**src/rtl/saltos_alu.sv**
```systemverilog
// saltos_alu: registered branch-target adder for the execute stage.
// Adds the fetch PC (PC+4) to the pre-shifted, sign-extended branch offset
// and presents the destination address one cycle later with a valid flag,
// plus carry and signed-overflow indicators that only report wrap-around.
module saltos_alu #(
    parameter int WIDTH = 32
) (
    input  logic             clk,
    input  logic             rst_n,
    input  logic             in_valid,
    input  logic [WIDTH-1:0] pc,
    input  logic [WIDTH-1:0] ShiftLeft,
    output logic [WIDTH-1:0] ALUResult,
    output logic             out_valid,
    output logic             carry,
    output logic             overflow
);

    logic [WIDTH:0]   sum_ext;
    logic [WIDTH-1:0] sum;
    logic             carry_next;
    logic             overflow_next;

    // Zero-extended add so the carry out of the MSB is available as bit WIDTH;
    // overflow when both operands share a sign that the sum does not keep.
    always_comb begin
        sum_ext       = {1'b0, pc} + {1'b0, ShiftLeft};
        sum           = sum_ext[WIDTH-1:0];
        carry_next    = sum_ext[WIDTH];
        overflow_next = (pc[WIDTH-1] == ShiftLeft[WIDTH-1]) &&
                        (sum[WIDTH-1] != pc[WIDTH-1]);
    end

    // Register the result only on valid inputs so idle-cycle X never reaches the outputs.
    always_ff @(posedge clk) begin
        if (!rst_n) begin
            ALUResult <= '0;
            out_valid <= 1'b0;
            carry     <= 1'b0;
            overflow  <= 1'b0;
        end else begin
            out_valid <= in_valid;
            if (in_valid) begin
                ALUResult <= sum;
                carry     <= carry_next;
                overflow  <= overflow_next;
            end
        end
    end

endmodule

```
**config.mk**
```make
export PLATFORM = sky130hd
export DESIGN_NAME = saltos_alu
export DESIGN_NICKNAME = d
export VERILOG_FILES = /design/src/rtl/saltos_alu.sv
export SDC_FILE = /design/constraint.sdc
export NUM_CORES = 1
export LEC_CHECK = 0
export CAP_MARGIN = 0
export CORE_ASPECT_RATIO = 1.25
export CORE_UTILIZATION = 41
export DETAILED_ROUTE_END_ITERATION = 6
export GPL_TIMING_DRIVEN = 0
export PLACE_DENSITY = 0.76
export SLEW_MARGIN = 30
export SYNTH_ARGS = -nofsm -noshare
export SYNTH_HDL_FRONTEND = slang
export SYNTH_SLANG_ARGS = --single-unit
```
**constraint.sdc**
```tcl
create_clock -name clk -period 2.65 [get_ports clk]
set_input_delay 0.3975 -clock clk [delete_from_list [all_inputs] [get_ports clk]]
set_output_delay 0.3975 -clock clk [all_outputs]
set_load 0.01 [all_outputs]
```
== Word-level counts from Yosys, hierarchy flattened ==
Index checks and enable logic that the tools add are counted.

* Output and inout port bits: 35
* Bits in registers: 35

* Equal/unequal tests: 2
* Add/sub/neg operators: 1
* Reductions and logical operators: 1

{| class="wikitable"
|+ Operators by type and width
! operator !! number
|-
| $add 32x32->33 || 1
|-
| $eq 1x1->1 || 1
|-
| $logic_and 1x1->1 || 1
|-
| $ne 1x1->1 || 1
|}

== Longest topological paths before layout ==
* Depth in word-level cells: 3
* Depth in mapped cells: 10

== Least setup slack after synthesis ==
Ideal clock, no wire load.

* Path kind: input -> register
* From: input pc[0]
* To: register ALUResult[26]
* Data arrival time: 2.661 ns
* Library setup time: 0.127 ns
* Cell stages on the path: 10
* Buffers on the path: 0
* Required time: 2.523 ns
* Path slack: -0.138 ns
* Cell sequence: ha_1 > fa_1 > a21oi_1 > o211ai_1 > a21o_1 > a221o_1 > a31o_1 > a221o_1 > nand4b_1 > o211ai_1

* Word-level cells in the longest chain between the ends: 1

{| class="wikitable"
|+ Ends and longest elaborated chain
! what !! line !! source
|-
| start, declared || 11 || <nowiki>input logic [WIDTH-1:0] pc,</nowiki>
|-
| $add 32x32->33 || 27 || <nowiki>sum_ext = {1'b0, pc} + {1'b0, ShiftLeft};</nowiki>
|-
| end signal, assigned || 44 || <nowiki>ALUResult <= sum;</nowiki>
|-
| end, declared || 13 || <nowiki>output logic [WIDTH-1:0] ALUResult,</nowiki>
|}

Every way passes these cells.
A chain may end at the register's enable or synchronous reset.

== Final worst setup path ==
* From: input ShiftLeft[16]
* To: register ALUResult[25]

* Word-level cells in the longest chain between the ends: 1

{| class="wikitable"
|+ Ends and longest elaborated chain
! what !! line !! source
|-
| start, declared || 12 || <nowiki>input logic [WIDTH-1:0] ShiftLeft,</nowiki>
|-
| $add 32x32->33 || 27 ||
|}

Every way passes these cells.

==> out/qor.yml <==
final_layout:
  nets: 563
  design_area_mm2: 0.004354
  antenna_cells: 0
  final_util: 0.6550
  fillers: 584
  areaGrowthSynthToFinish_pct: 52.23
  drive_above_1_share: 0.1164
setup_path:
  critical_path.max_stage_delay_ns: 0.49
  critPathMaxFanout: 7
  worstPathArrival_ns: 2.87
  r2r-end: "carry"
  cp-endpoint: "ALUResult[25]"
  setup.worst_path.class: "input pin to register"
  endpoint_kind: "register"
  crit_start: "ShiftLeft[16]"
  critPathBufInv: 2
  cp_cell_sequence: "clkdlybuf4s50_1, ha_2, a21o_1, o21bai_1, a2111oi_1, a21oi_1, a31oi_2, buf_4, xnor2_1, mux2i_1, nor2b_1"
  slowest_stage: "clkdlybuf4s50_1"
  critPathTopFamily: "compound AO/OA/AOI/OAI gates"
  rr_startpoint: "carry"
  reg2reg_depth: 2
  r2r_slack_ns: 1.94
  worstPathRequired_ns: 2.88
  cp.depth: 11
  crit_path_start_kind: "input pin"
detailed_routing:
  drt_iter0_markers: 131
  dr.pass1.iters: 4
  wl_um: 8125
  route.antenna.remaining_nets: 0
  route.detailed.drc: 0
  via_per_inst: 5.501
  num_vias: 3031
  wire_per_inst_um: 14.75
floorplan:
  die_h_um: 95.38
  core_area_mm2: 0.006648
  dieWidth_um: 76.71
  row_count: 33
  ios: 102
  start_util: 0.4303
  dieArea_mm2: 0.007316
synth:
  synth_cell_types: 43
  syn_area_mm2: 0.002860
  syn_nets: 447
  async_flop_share: 0
  ys_seq_area_frac: 0.2450
  synth_area_leaders: "dfxtp_1, ha_1, a21oi_1"
  synth-seq-cells: 35
  synth_common_cells: "a21oi_1, dfxtp_1, ha_1"
  syn_avg_cell_area_um2: 8.243
  ys.flop_type: "dfxtp_1"
  synth_area_leader_cell: "dfxtp_1"
  yosysTopAreaCellShare: 0.2450
  ys_warn_count: 0
  synthCells: 347
  synth-edff-count: 0
  synth.most_common_cell: "a21oi_1"
placed_design:
  port_buffers: 99
  gp_congestion: 0.8820
  dpl_worst_slack_ns: -0.7338
  placed_cell_area_mm2: 0.003966
  post-dp-hpwl_um: 6197
sta:
  relSlewSlack: 0.5181
  fin_crit_ns: 2.638
  setup_viol: 0
  period_share: 0.9953
  finalMaxSlewViolations: 0
  hold_viol: 0
  worst_slack_ns: 0.01248
  rsz0062_at_grt: "yes"
  clock.fmax_mhz: 379.1
  finalClockSkew_ns: 0
  tightest_slew_ns: 0.7229
power:
  worst_ir_drop_vdd_mv: 0.2124
  powerDensity_mw_per_mm2: 428.4
  p_leak_nw: 1.747
clock_network:
  cts.htree.levels: 2
  cts_tree: "yes"
  path_clk_slew_ns: 0.08
  root_buffer: "clkbuf_8"
  clk_latency_ns: 0.29
  cts_made_buffers: 5
  postCtsHoldBufs: 0
  cts_max_path_buffers: 2
  clock_sinks: 35
grt:
  grt_first_pass_wirelength_um: 12880
  grt_overflow: 0
  grt_max_degree: 13
  antenna_found_initial: 0
  grtUsageTotal: 0.2178
  grt_pass1_vias: 2946
run_status:
  status: "finished clean"
min_path:
  hold_path_class: "register to register"
job:
  drv_cap: 0
[power by group]
part,switching [mW],internal [mW],leakage [nW]
sequential,0.0334,0.585,0.289
combinational,0.405,0.456,1.42
clock,0.204,0.183,0.0402
total,0.641,1.22,1.75
[worst min-delay path by stage]
stage          slack [ns]             to  depth (start not counted)           from
2_1_floorplan        0.49  ALUResult[14]                          2  ALUResult[14]
3_3_place_gp         0.46  ALUResult[14]                          2  ALUResult[14]
3_5_place_dp         0.47  ALUResult[14]                          2  ALUResult[14]
4_1_cts              0.48  ALUResult[14]                          2  ALUResult[14]
5_1_grt              0.50  ALUResult[14]                          2  ALUResult[14]
6_report             0.48  ALUResult[14]                          2  ALUResult[14]
[sequential cells by signal, indices dropped and copies added (netlist names)]
register and flops:
ALUResult 32, overflow 1, carry 1, out_valid 1
[layout make-up]
class	count	area (um^2)	share of cell area
buffer	10	37.54	0.008621
clock buffer	5	68.82	0.01580
clock inverter	3	20.02	0.004598
inverter	12	45.04	0.01034
multi-input combinational	288	2302	0.5287
sequential	35	700.7	0.1609
tap	87	108.9	0.02500
timing repair buffer	111	1071	0.2460
[routing by layer]
| layer | global-route usage | wire length (um) | vias to the layer above | part of all wire |
|---|---|---|---|---|
| met1 | 0.2433 | 3341 | 1409 | 0.41 |
| met3 | 0.03254 | 445 | 17 | 0.055 |
| met5 | 0 | 0 | - | 0 |
| met4 | 0.07853 | 142 | 0 | 0.017 |
| li1 | - | - | 1511 | - |
| met2 | 0.4167 | 4196 | 94 | 0.52 |
[tightest hold or removal path, delay by kind of cell, from the launching register on]
family / cells / cell delay, ns
DFF: 1 / 0.31
AOI/OAI and AO/OA: 1 / 0.06
and+or+nand+nor: 1 / 0.05
[timing repair]
item / in CTS / in global routing
setup buffers: 8 / 4
pin swaps: 12 / 9
resized for setup: 31 / 20
endpoints found under the setup margin: 16 / 9
[metrics by stage]
step	std cells	setup TNS, ns	power (mW)	hold slack, ns
floorplan	347	0	1.076	0.4905
global placement	533	-8.525	1.381	0.4573
detailed placement	533	-9.385	1.393	0.4722
CTS	548	0	1.827	0.4833
global route	551	-0.1002	1.977	0.4957
finish	551	0	1.865	0.4779
[logic make-up (layout without fill, tap and decap cells)]
| logic type | Yosys count | after routing | share of synthesized area |
|---|---|---|---|
| adders and majority gates | 33 | 33 | 0.1470 |
| and+or+nand+nor | 99 | 99 | 0.1903 |
| xor gates and xnor gates | 26 | 26 | 0.07962 |
| AOI/OAI and AO/OA | 111 | 111 | 0.2402 |
| DFF | 35 | 35 | 0.2450 |
| buffers and inverters | 24 | 141 | 0.03150 |
| muxes | 19 | 19 | 0.06649 |
[layout by cell type (no fill, tap or decap), types with 8 or more instances in the layout]
cell type	count
mux2i_1	19
clkdlybuf4s50_1	90
a21oi_1	32
nand2_1	25
nand3b_1	11
inv_1	12
dfxtp_1	35
xnor2_1	18
a21o_1	12
ha_1	21
o21ai_0	22
buf_4	12
xor2_1	8
nand3_1	10
clkbuf_1	8
nor2b_1	24
ha_4	8
No activity file was read; power rests on OpenSTA's default activity.
